**src/rtl/dmem_arbiter.sv**
```systemverilog
// dmem_arbiter: round-robin arbiter and controller for a word-addressed
// 32-bit data memory with asynchronous read and synchronous write.
//
// Ports:
//   clk, rst                 clock, asynchronous active-high reset
//   mX_req/we/addr/wdata/be  master X request (X = 0 core LSU, 1 debug/DMA)
//   mX_gnt                   combinational grant, same cycle as the request
//   mX_rvalid/rdata/err      registered response, one cycle after the grant
//   dm_en/addr/wdata         memory write enable, byte address, merged word
//   dm_rdata                 asynchronous memory read data
//
// Byte-strobe stores are done as a single-cycle read-modify-write: the
// asynchronous read of the granted word is merged with the store bytes and
// written back on the same edge.
module dmem_arbiter #(
   parameter int unsigned ADDR_LIMIT = 4000
) (
   input  logic        clk,
   input  logic        rst,
   input  logic        m0_req,
   input  logic        m0_we,
   input  logic [31:0] m0_addr,
   input  logic [31:0] m0_wdata,
   input  logic [3:0]  m0_be,
   output logic        m0_gnt,
   output logic        m0_rvalid,
   output logic [31:0] m0_rdata,
   output logic        m0_err,
   input  logic        m1_req,
   input  logic        m1_we,
   input  logic [31:0] m1_addr,
   input  logic [31:0] m1_wdata,
   input  logic [3:0]  m1_be,
   output logic        m1_gnt,
   output logic        m1_rvalid,
   output logic [31:0] m1_rdata,
   output logic        m1_err,
   output logic        dm_en,
   output logic [31:0] dm_addr,
   output logic [31:0] dm_wdata,
   input  logic [31:0] dm_rdata
);

   typedef enum logic {
      PRIO_M0 = 1'b0,
      PRIO_M1 = 1'b1
   } prio_t;

   prio_t       prio;
   logic        gnt0;
   logic        gnt1;
   logic        any_gnt;
   logic        sel_we;
   logic [31:0] sel_addr;
   logic [31:0] sel_wdata;
   logic [3:0]  sel_be;
   logic        bad;
   logic [31:0] merged;

   always_comb begin
      // The favoured master only matters when both are requesting.
      gnt0    = m0_req & (~m1_req | (prio == PRIO_M0));
      gnt1    = m1_req & (~m0_req | (prio == PRIO_M1));
      any_gnt = gnt0 | gnt1;

      sel_we    = 1'b0;
      sel_addr  = '0;
      sel_wdata = '0;
      sel_be    = '0;
      if (gnt1) begin
         sel_we    = m1_we;
         sel_addr  = m1_addr;
         sel_wdata = m1_wdata;
         sel_be    = m1_be;
      end else if (gnt0) begin
         sel_we    = m0_we;
         sel_addr  = m0_addr;
         sel_wdata = m0_wdata;
         sel_be    = m0_be;
      end

      bad = (sel_addr[1:0] != 2'b00) || (sel_addr >= ADDR_LIMIT);

      // Unselected bytes keep the current memory contents.
      merged = dm_rdata;
      for (int unsigned i = 0; i < 4; i++) begin
         if (sel_be[i]) begin
            merged[8*i +: 8] = sel_wdata[8*i +: 8];
         end
      end

      dm_en    = any_gnt & sel_we & ~bad & (sel_be != 4'b0000);
      dm_addr  = any_gnt ? sel_addr : '0;
      dm_wdata = any_gnt ? merged : '0;
   end

   assign m0_gnt = gnt0;
   assign m1_gnt = gnt1;

   always_ff @(posedge clk or posedge rst) begin
      if (rst) begin
         prio      <= PRIO_M0;
         m0_rvalid <= 1'b0;
         m0_rdata  <= '0;
         m0_err    <= 1'b0;
         m1_rvalid <= 1'b0;
         m1_rdata  <= '0;
         m1_err    <= 1'b0;
      end else begin
         m0_rvalid <= gnt0;
         m1_rvalid <= gnt1;
         if (gnt0) begin
            m0_err   <= bad;
            m0_rdata <= (~sel_we & ~bad) ? dm_rdata : '0;
            prio     <= PRIO_M1;
         end
         if (gnt1) begin
            m1_err   <= bad;
            m1_rdata <= (~sel_we & ~bad) ? dm_rdata : '0;
            prio     <= PRIO_M0;
         end
      end
   end

endmodule

```
**config.mk**
```make
export PLATFORM = sky130hd
export DESIGN_NAME = dmem_arbiter
export DESIGN_NICKNAME = d
export VERILOG_FILES = /design/src/rtl/dmem_arbiter.sv
export SDC_FILE = /design/constraint.sdc
export NUM_CORES = 1
export LEC_CHECK = 0
export ABC_AREA = 1
export CORE_AREA = 4 4 118 120
export DETAILED_ROUTE_END_ITERATION = 8
export DIE_AREA = 0 0 122 124
export PLACE_DENSITY = 0.76
export SETUP_SLACK_MARGIN = 0.1
export SKIP_CTS_REPAIR_TIMING = 1
export SYNTH_ARGS = -nofsm -noshare
export SYNTH_HDL_FRONTEND = slang
export SYNTH_SLANG_ARGS = --single-unit
```
**constraint.sdc**
```tcl
create_clock -name clk -period 5.2 [get_ports clk]
set_clock_uncertainty 0.1 [all_clocks]
set_input_delay 1.04 -clock clk [delete_from_list [all_inputs] [get_ports clk]]
set_output_delay 1.04 -clock clk [all_outputs]
set_load 0.01 [all_outputs]
```
* Word level (Yosys, flattened, before mapping) *
Cells that the tools add are included.
Widths: inputs -> output; s select.

storage, ports and cells
  bits in registers = 69
  input bits = 174

operators by class
  magnitude comparators = 1
  mux-type cells = 17
  bitwise logic cells = 14
  reduce and logical (&&, ||, !) cells = 4

operators with widths
  operator              number
  $mux 32               7
  $ge 32x12->1 const B  1
  $mux 8                4
  $mux 4                2
  $and 1x1->1           6
  $not 1->1             5
  $mux 1                4
  $reduce_bool 2->1     2
  $reduce_bool 4->1     1
  $or 1x1->1            3
  $logic_or 1x1->1      1

* Logic depth before layout (Yosys ltp) *
Gate-level depths: netlist of run 1.

  word-level depth = 10
  mapped depth = 16
  depth with buffers taken out = 12

* Worst setup path after synthesis of run 1 *
Ideal clock, no wire load.

  path type = input to output
  from = input port m1_req
  to = output port dm_wdata[10]
  data arrival time = 2.360 ns
  required time = 4.060 ns
  path slack = 1.700 ns
  stages = 11
  path through = buf_6 > nand2_8 > nand2_4 > buf_6 > buf_2 > nand2_1 > o21a_1 > buf_2 > inv_1 > nand2_1 > a21oi_1

on the way
  cells in the longest elaborated chain, start to end = 7
  elaborated cells on any way between the ends = 11
  those cells by class = mux (6); bitwise (5)

ends and longest elaborated chain
  what                                      line  text
  start, declared                           29    input logic m1_req,
  $not 1->1                                 62    gnt0 = m0_req & (~m1_req | (prio == PRIO_M0));
  $or 1x1->1                                62
  $and 1x1->1                               62
  $mux 32 / $mux 4 (equally long branches)  75    end else if (gnt0) begin
  $mux 32 / $mux 4 (equally long branches)  70    if (gnt1) begin
  $mux 8                                    87    if (sel_be[i]) begin
  $mux 32 (*)                               94    dm_wdata = any_gnt ? merged : '0;
  end, declared                             40    output logic [31:0] dm_wdata,

Every way passes the cells marked *; elsewhere a longest branch is shown, timed or not.

* Worst setup path in the final report of run 1 *
  from = input port m1_req
  to = output port dm_wdata[2]

The elaborated chain is that of the path after synthesis.

==> reports/results.txt, run 1 <==
ANT nets after route: 0
Critical path class: in2out
DR iter-0 viols: 381
Max Root-Sink Buffers: 2
Avg Vias per Cell: 5.110
Cell Pwr Density: 221.7 nW/um^2
Final worst path period share: 0.9418
Multi-input logic area: 2235 um^2
Num Clock Sinks: 69
Post-synthesis async set-or-reset flop share: 1.000
Area leader, netlist: dfrtp_1
Tightest Pin Transition: 1.074 ns
Largest net degree at the start of global routing: 67
Max-cap viol count: 0
Layout area overhead: 79.57%
Root Driver: clkbuf_16
Place WS: 0.3171 ns
Top cells by count, synth: nand2_1 (257), dfrtp_1 (69), nand4_1 (66)
Die Width: 122 um
Final net count: 1,057
DP HPWL: 14,710 um
EDFF count, synth: 0
Cell Area, Synth: 4299 um^2
Buffers on Ports: 308
# rows: 42
CP Data Required Time: 4.06 ns
GRT Residual Overflow: 0
Synth Flop Type: dfrtp_1
Final setup fails: 0
Design Power: 1.712 mW
GRT Overall Usage: 0.2473
CP arrival: 3.76 ns
DR pass1 iterations: 5
Mapped Nets: 770
Clock latency at the later pin of the worst-skew pair: 0.33 ns
Ports: 309
Class of the worst hold path: reg2reg
Synthesized flop and latch total: 69
# DRC: 0
Crit end category: output pin
Clock transition at path regs: 0.05 ns
Post-route setup slack: 0.3025 ns
Slew HR: 0.2827
Vias in the first global route: 5,265
Detailed-route wire length: 19,720 um
First-pass GRT wire length: 28,880 um
Worst IR Drop VDD: 134.3 uV
Unique cell type count in the Yosys netlist: 23
CP max FO: 34
Ant. Diodes: 0
Post-synth top area share: 0.4016
CTS buffer count: 9
Most common cell in the netlist: nand2_1
Die height: 124 um
Max Freq: 0.2042 GHz
Core area: 12,980 um^2
Ys Warns: 0
Fin. max-slew vios: 0
GPL Wtd Cong: 0.8681
Share of layout cells above drive strength 1: 0.04842
Leak Pwr: 3.583 nW
Startpoint Class: primary input
Mean Syn Cell Area: 7.213 um^2
Die area: 15,130 um^2
TritonCTS clock tree: done
Final-report hold violation count: 0
FF+latch area: 1727 um^2
RSZ-0062 raised after global routing: no
Seq/Total Area, Yosys: 0.4016
Ranking of synthesized cells by area: dfrtp_1 (40%), nand2_1 (22%), nand4_1 (9.6%)
WL/cell: 18.53 um
Post-layout min period: 4.897 ns
Setup TNS: 0 ns
Antenna violations before repair: 0
Outcome: finished clean
Fillers: 1,223
Initial core utilization: 0.3312
Via Count: 5,437
Cells after Synth: 596
H-tree levels: 3
Min Hold Slack: 0.3776 ns
==> state kept, by name (all words and copies together), names as in the netlist <==
signal,count
prio,1
m0_err,1
m0_rdata,32
m1_err,1
m1_rdata,32
m0_rvalid,1
m1_rvalid,1
==> kinds of logic (layout without fill, tap and decap cells) <==
group	Yosys count	in the layout	synth area share
flip-flops	69	69	0.4016
AO/OA/AOI/OAI	72	72	0.1152
AND/OR/NAND/NOR	391	391	0.4045
buffers and inverters	64	356	0.07858
==> report_power, final <==
| part | switching [mW] | total (mW) | internal (mW) |
|---|---|---|---|
| Clock | 0.229 | 0.566 | 0.336 |
| Combinational | 0.300 | 0.600 | 0.301 |
| Sequential | 0.00353 | 0.546 | 0.542 |
==> per-layer routing <==
layer	track usage	share of wire	vias up
met5	0	0	-
met4	0.07143	0.013	0
met3	0.06540	0.094	18
met2	0.4399	0.51	256
met1	0.2943	0.38	2553
li1	-	-	2610
==> cell type report <==
| class | instances | share of cell area |
|---|---|---|
| clock inverters | 3 | 0.002755 |
| clock buffers | 13 | 0.03241 |
| well taps | 176 | 0.02853 |
| flip-flops and latches | 69 | 0.2237 |
| repair buffers | 325 | 0.4159 |
| inverters | 15 | 0.007293 |
| multi-input cells | 463 | 0.2895 |
==> worst max-delay path, cell delays in order <==
cell and delay, ns:
clkdlybuf4s50_1 0.58, buf_4 0.26, nand2_1 0.12, nand2_4 0.28
buf_4 0.44, a22o_1 0.21, nand2_1 0.05, a21oi_1 0.15
clkdlybuf4s50_1 0.59
==> path summary, 6_finish.rpt <==
path	startpoint	endpoint	slack (ns)	depth (start not counted)
max	m1_req	dm_wdata[2]	0.30	9
min	m0_rdata[24]	m0_rdata[24]	0.38	2
max reg2reg	prio	m1_rdata[13]	2.54	12
min reg2reg	m0_rdata[24]	m0_rdata[24]	0.38	2
max in group asynchronous	rst	m1_rdata[17]	2.97	3
min in group asynchronous	rst	m1_rdata[19]	1.06	2
==> placed cells by master (no fill, tap or decap), types with 2 or more instances in the layout <==
cell type | netlist | final
inv_1 | 9 | 8
dfrtp_1 | 69 | 69
clkbuf_1 | 17 | 3
inv_2 | 3 | 4
a21oi_1 | 32 | 32
nand2_1 | 257 | 257
nor2_1 | 16 | 16
buf_4 | 1 | 17
a22o_1 | 35 | 35
clkbuf_16 | 0 | 9
nand4_1 | 66 | 66
clkinv_1 | 3 | 3
nand3_1 | 42 | 42
clkdlybuf4s50_1 | 0 | 308
o21ai_0 | 3 | 3
nand2_4 | 2 | 2
nand2_2 | 5 | 5
==> metrics by stage <==
step	instance area, um^2	utilization	std cells
after floorplan	4299	-	596
after global placement	7448	0.5738	1048
after detailed placement	7448	0.5738	1048
after CTS	7720	0.5948	1064
after global routing	7720	0.5948	1064
final	7720	0.5948	1064
Note: power is estimated with default switching activity, not from simulation.
==> run 2: changes to the inputs <==
--- a/config.mk
+++ b/config.mk
@@ -6,12 +6,15 @@
 export NUM_CORES = 1
 export LEC_CHECK = 0
 export ABC_AREA = 1
-export CORE_AREA = 4 4 118 120
+export CORE_AREA = 4 4 119 121
+export CTS_CLUSTER_DIAMETER = 120
 export DETAILED_ROUTE_END_ITERATION = 8
-export DIE_AREA = 0 0 122 124
-export PLACE_DENSITY = 0.76
+export DIE_AREA = 0 0 123 125
+export DONT_BUFFER_PORTS = 1
+export PLACE_DENSITY = 0.45
 export SETUP_SLACK_MARGIN = 0.1
 export SKIP_CTS_REPAIR_TIMING = 1
+export SLEW_MARGIN = 20
 export SYNTH_ARGS = -nofsm -noshare
 export SYNTH_HDL_FRONTEND = slang
 export SYNTH_SLANG_ARGS = --single-unit
==> reports/results.txt, run 2 (same netlist as run 1, synthesis figures left out) <==
Outcome: finished clean (unchanged)
Crit end category: output pin (unchanged)
Combinational Power Share: 0.220 (was 0.351)
Cell Pwr Density: 311.6 nW/um^2 (was 221.7 nW/um^2)
TritonCTS clock tree: done (unchanged)
CP max FO: 52 (was 34)
Biggest registers after layout: m0_rdata: 32 flops, m1_rdata: 32 flops (unchanged)
Net Sw Power: 0.4751 mW (was 0.5325 mW)
Design area: 4591 um^2 (was 7720 um^2)
Slew HR: 0.3740 (was 0.2827)
Share of layout cells above drive strength 1: 0.06469 (was 0.04842)
Design Power: 1.430 mW (was 1.712 mW)
CP Data Required Time: 4.06 ns (about the same)
Final Util: 0.3508 (was 0.5948)
Class of the worst hold path: reg2reg (unchanged)
Clock transition at path regs: 0.05 ns (about the same)
Critical Path Source: m1_req (unchanged)
Flop-to-flop setup slack: 1.96 ns (was 2.54 ns)
RSZ-0062 raised after global routing: no (unchanged)
Detailed-route wire length: 17,410 um (was 19,720 um)
Via Count: 4,292 (was 5,437)
Sequential power share: 0.384 (was 0.319)
GRT Residual Overflow: 0 (unchanged)
Startpoint Class: primary input (unchanged)
Setup TNS: 0 ns (unchanged)
Max-cap viol count: 0 (unchanged)
Ant. Diodes: 0 (unchanged)
DP HPWL: 12,360 um (was 14,710 um)
P_int: 0.9552 mW (was 1.179 mW)
Post-layout min period: 4.053 ns (was 4.897 ns)
DR iter-0 viols: 314 (was 381)
FF+latch area: 1727 um^2 (unchanged)
R2R Path Start: prio (unchanged)
Most frequent cells in the layout: nand2_1 (257), dfrtp_1 (69), nand4_1 (66), nand3_1 (42), a22o_1 (35) (was clkdlybuf4s50_1 (308), nand2_1 (257), dfrtp_1 (69), nand4_1 (66), nand3_1 (42))
ANT nets after route: 0 (unchanged)
Final net count: 741 (was 1,057)
Min Hold Slack: 0.4494 ns (was 0.3776 ns)
Leading cell type in the layout, fill and taps excluded: nand2_1 (was clkdlybuf4s50_1)
CP Cell Sequence: nand2_8 > nand2_4 > nand2_1 > nand2_2 > clkinv_1 > nand4_1 > and3_1 (was clkdlybuf4s50_1 > buf_4 > nand2_1 > nand2_4 > buf_4 > a22o_1 > nand2_1 > a21oi_1 > clkdlybuf4s50_1)
Critical path's slowest cell: nand2_4 (was clkdlybuf4s50_1)
Tightest Pin Transition: 0.9390 ns (was 1.074 ns)
H-tree levels: 3 (unchanged)
Buf/Inv on CP: 1 (was 4)
# DRC: 0 (unchanged)
CP max stage delay: 0.55 ns (was 0.59 ns)
Max Freq: 0.2467 GHz (was 0.2042 GHz)
WL/cell: 23.28 um (was 18.53 um)
DR pass1 iterations: 5 (unchanged)
Worst IR Drop VDD: 114.8 uV (was 134.3 uV)
Final setup fails: 0 (unchanged)
CP Capture Point: dm_en (was dm_wdata[2])
Multi-input logic area: 2235 um^2 (unchanged)
Layout area overhead: 6.781% (was 79.57%)
Die area: 15,380 um^2 (was 15,130 um^2)
First-pass GRT wire length: 25,420 um (was 28,880 um)
Reg2Reg Depth: 8 (was 12)
Leak Pwr: 2.395 nW (was 3.583 nW)
CTS buffer count: 9 (unchanged)
Ports: 309 (unchanged)
Final worst path period share: 0.7795 (was 0.9418)
Fin. max-slew vios: 0 (unchanged)
Critical path class: in2out (unchanged)
Die height: 125 um (was 124 um)
Initial core utilization: 0.3286 (was 0.3312)
Root Driver: clkbuf_16 (unchanged)
Fillers: 1,392 (was 1,223)
Sw Share: 0.3321 (was 0.3111)
Max Root-Sink Buffers: 2 (unchanged)
Vias in the first global route: 4,092 (was 5,265)
Avg Vias per Cell: 5.738 (was 5.110)
GPL Wtd Cong: 0.8812 (was 0.8681)
Largest net degree at the start of global routing: 70 (was 67)
FF-to-FF End: m1_rdata[1] (was m1_rdata[13])
Antenna violations before repair: 0 (unchanged)
DP Area: 4319 um^2 (was 7448 um^2)
Core area: 13,090 um^2 (was 12,980 um^2)
Final-report hold violation count: 0 (unchanged)
Clock Power Share: 0.397 (was 0.331)
# rows: 42 (unchanged)
Top delay family on crit path: simple AND/OR/NAND/NOR gates (was buffers and inverters)
CP arrival: 2.91 ns (was 3.76 ns)
GRT Overall Usage: 0.2159 (was 0.2473)
Buffers on Ports: 0 (was 308)
Clock latency at the later pin of the worst-skew pair: 0.33 ns (about the same)
Number of cells on the critical path: 7 (was 9)
Die Width: 123 um (was 122 um)
Num Clock Sinks: 69 (unchanged)
run 2: power groups by stage:
stage | clock network (mW) | registers, mW | logic (mW)
after global placement | 0 | 0.559 | 0.316
after detailed placement | 0 | 0.559 | 0.318
final | 0.567 | 0.549 | 0.314
after floorplan | 0 | 0.557 | 0.257
after CTS | 0.586 | 0.549 | 0.319
after global routing | 0.600 | 0.549 | 0.349
run 2: through the flow:
stage | setup WS (ns) | std cells
floorplan | 1.700 | 596
global placement | 1.203 | 732
detailed placement | 1.089 | 732
CTS | 1.101 | 748
global route | 0.9761 | 748
finish | 1.147 | 748
run 2: metal layers:
| metal | vias to the layer above | GRT usage | wire [um] |
|---|---|---|---|
| li1 | 1981 | - | - |
| met2 | 236 | 0.3561 | 8599 |
| met4 | 0 | 0.07362 | 370 |
| met1 | 2048 | 0.2616 | 6681 |
| met3 | 27 | 0.07453 | 1762 |
| met5 | - | 0 | 0 |
run 2: area by class of cell:
class / count / share of cell area
Timing Repair Buffer: 9 / 0.01744
Multi-Input combinational cell: 463 / 0.4868
Tap cell: 176 / 0.04797
Sequential cell: 69 / 0.3761
Inverter: 15 / 0.01281
Clock inverter: 4 / 0.005179
Clock buffer: 12 / 0.05369
run 2: worst register-to-register path, delay by kind of cell, from the launching register on:
kind	cells	cell delay, ns
and+or+nand+nor	4	1.19
DFF	1	0.43
buffers and inverters	3	1.17
AOI/OAI and AO/OA	1	0.24
run 2: how the worst min path moves through the flow:
stage,start,to,depth (start not counted)
after global routing,m1_rdata[24],m1_rdata[24],2
after detailed placement,m1_rdata[10],m1_rdata[10],2
after CTS,m1_rdata[10],m1_rdata[10],2
after global placement,m1_rdata[17],m1_rdata[17],2
final,m1_rdata[10],m1_rdata[10],2
after floorplan,m0_rdata[0],m0_rdata[0],2
==> run 3: changes to the inputs <==
--- a/config.mk
+++ b/config.mk
@@ -11,7 +11,7 @@
 export DETAILED_ROUTE_END_ITERATION = 8
 export DIE_AREA = 0 0 123 125
 export DONT_BUFFER_PORTS = 1
-export PLACE_DENSITY = 0.45
+export PLACE_DENSITY = 0.46
 export SETUP_SLACK_MARGIN = 0.1
 export SKIP_CTS_REPAIR_TIMING = 1
 export SLEW_MARGIN = 20
==> constraint.sdc (replaced) <==
create_clock -name clk -period 3.42 [get_ports clk]
set_clock_uncertainty 0.1 [all_clocks]
set_input_delay 0.684 -clock clk [delete_from_list [all_inputs] [get_ports clk]]
set_output_delay 0.684 -clock clk [all_outputs]
set_load 0.01 [all_outputs]
==> reports/results.txt, run 3 (same netlist as run 1, synthesis figures left out) <==
Outcome: finished clean (unchanged)
Design area: 4781 um^2 (was 4591 um^2)
Tightest Pin Transition: 0.7864 ns (was 0.9390 ns)
Buffers on Ports: 0 (unchanged)
RSZ-0062 raised after global routing: no (unchanged)
Slew HR: 0.4749 (was 0.3740)
Max Freq: 0.3222 GHz
Layout area overhead: 11.21% (was 6.781%)
Ports: 309 (unchanged)
Max Root-Sink Buffers: 2 (unchanged)
Worst IR Drop VDD: 204.9 uV (was 114.8 uV)
Final worst path period share: 0.9076
H-tree levels: 3 (unchanged)
Leading cell type in the layout, fill and taps excluded: nand2_1 (unchanged)
DR iter-0 viols: 260 (was 314)
Num Clock Sinks: 69 (unchanged)
WL/cell: 23.15 um (was 23.28 um)
CP Data Required Time: 2.64 ns (was 4.06 ns)
Core area: 13,090 um^2 (unchanged)
CP arrival: 2.32 ns (was 2.91 ns)
Most frequent CP cell: nand2_2
Root Driver: clkbuf_16 (unchanged)
CTS buffer count: 9 (unchanged)
Most frequent cells in the layout: nand2_1 (257), dfrtp_1 (69), nand4_1 (66), nand3_1 (42), a22o_1 (35) (unchanged)
Via Count: 4,337 (was 4,292)
Critical path's slowest cell: dfrtp_1 (was nand2_4)
FF+latch area: 1727 um^2 (unchanged)
Die area: 15,380 um^2 (unchanged)
First-pass GRT wire length: 26,020 um (was 25,420 um)
# rows: 42 (unchanged)
Max-cap viol count: 0 (unchanged)
Final setup fails: 0 (unchanged)
Cell Pwr Density: 494.6 nW/um^2 (was 311.6 nW/um^2)
Initial core utilization: 0.3286 (unchanged)
TritonCTS clock tree: done (unchanged)
DP Area: 4451 um^2 (was 4319 um^2)
Clock latency at the later pin of the worst-skew pair: 0.33 ns (about the same)
Crit end category: output pin (unchanged)
Design Power: 2.365 mW (was 1.430 mW)
Ant. Diodes: 0 (unchanged)
Leak Pwr: 2.496 nW (was 2.395 nW)
Startpoint Class: register (was primary input)
# DRC: 0 (unchanged)
Largest net degree at the start of global routing: 67 (was 70)
Share of layout cells above drive strength 1: 0.09524 (was 0.06469)
Die Width: 123 um (unchanged)
Class of the worst hold path: in2async (was reg2reg)
CP max stage delay: 0.43 ns (was 0.55 ns)
ANT nets after route: 0 (unchanged)
Post-layout min period: 3.104 ns
Detailed-route wire length: 17,690 um (was 17,410 um)
Biggest registers after layout: m0_rdata: 32 flops, m1_rdata: 32 flops (unchanged)
Final-report hold violation count: 0 (unchanged)
GPL Wtd Cong: 0.8217 (was 0.8812)
Final net count: 757 (was 741)
DR pass1 iterations: 5 (unchanged)
Antenna violations before repair: 0 (unchanged)
Avg Vias per Cell: 5.677 (was 5.738)
DP HPWL: 12,990 um (was 12,360 um)
Fillers: 1,407 (was 1,392)
Fin. max-slew vios: 0 (unchanged)
GRT Residual Overflow: 0 (unchanged)
Clock transition at path regs: 0.06 ns (was 0.05 ns)
CP max FO: 28 (was 52)
Setup TNS: 0 ns (unchanged)
Die height: 125 um (unchanged)
Critical path class: reg2out (was in2out)
GRT Overall Usage: 0.2214 (was 0.2159)
CP Cell Sequence: nand2_8 > nand2_2 > inv_2 > nand2_1 > nand2_2 > clkinv_1 > nand4_1 > and3_1 (was nand2_8 > nand2_4 > nand2_1 > nand2_2 > clkinv_1 > nand4_1 > and3_1)
Multi-input logic area: 2235 um^2 (unchanged)
Vias in the first global route: 4,197 (was 4,092)
-- run 3: cell types whose count changed in the layout (fill, tap and decap cells not counted) --
cell | previous run | this run
inv_1 | 7 | 8
clkinv_1 | 3 | 1
buf_12 | 1 | 2
inv_6 | 0 | 1
buf_4 | 8 | 23
clkbuf_8 | 1 | 0
clkinvlp_4 | 0 | 4
inv_2 | 3 | 4
bufinv_16 | 0 | 2
clkbuf_1 | 2 | 0
clkinv_2 | 5 | 1
-- run 3: path summary, 6_finish.rpt --
check	slack [ns]	cells past startpoint	endpoint	from
max	0.32	8	dm_en	prio
min reg2reg	0.45	2	m1_rdata[1]	m1_rdata[1]
min in group clk	0.36	1	prio	m1_req
max reg2reg	0.80	12	m1_rdata[28]	prio
max in group asynchronous	2.26	2	m0_rdata[13]	rst
min	0.26	1	m1_rdata[24]	rst
-- run 3: critical path: cells and delay by family, from the launching register on --
kind	cells	cell delay, ns
simple gates	6	1.00
flops	1	0.43
buf+inv	2	0.53
-- run 3: area by class of cell --
type                    count  area share
multi-input cells         463      0.4674
clock inverters             7     0.02041
repair buffers             25     0.04449
inverters                  15     0.01335
well taps                 176     0.04606
clock buffers               9     0.04711
flip-flops and latches     69      0.3612
-- run 3: report_power, final --
| group | switching (mW) | internal (mW) | total, mW |
|---|---|---|---|
| clock network | 0.376 | 0.641 | 1.02 |
| logic | 0.368 | 0.147 | 0.515 |
| registers | 0.00973 | 0.824 | 0.834 |
-- run 3: per-layer routing --
metal | vias up | global-route usage | part of all wire
met5 | - | 0 | 0
met4 | 0 | 0.05277 | 0.0075
met3 | 11 | 0.09033 | 0.12
met2 | 245 | 0.3590 | 0.49
met1 | 2069 | 0.2748 | 0.38
li1 | 2012 | - | -
-- run 3: through the flow --
stage / instances / hold WS [ns] / util / setup WS, ns
after floorplan: 596 / 0.4161 / - / 0.6322
after detailed placement: 748 / 0.4381 / 0.3401 / 0.3459
after global placement: 748 / 0.4372 / 0.3401 / 0.3964
final: 764 / 0.2649 / 0.3654 / 0.3161
after global routing: 764 / 0.3148 / 0.3654 / 0.1449
after CTS: 764 / 0.2781 / 0.3648 / 0.2050
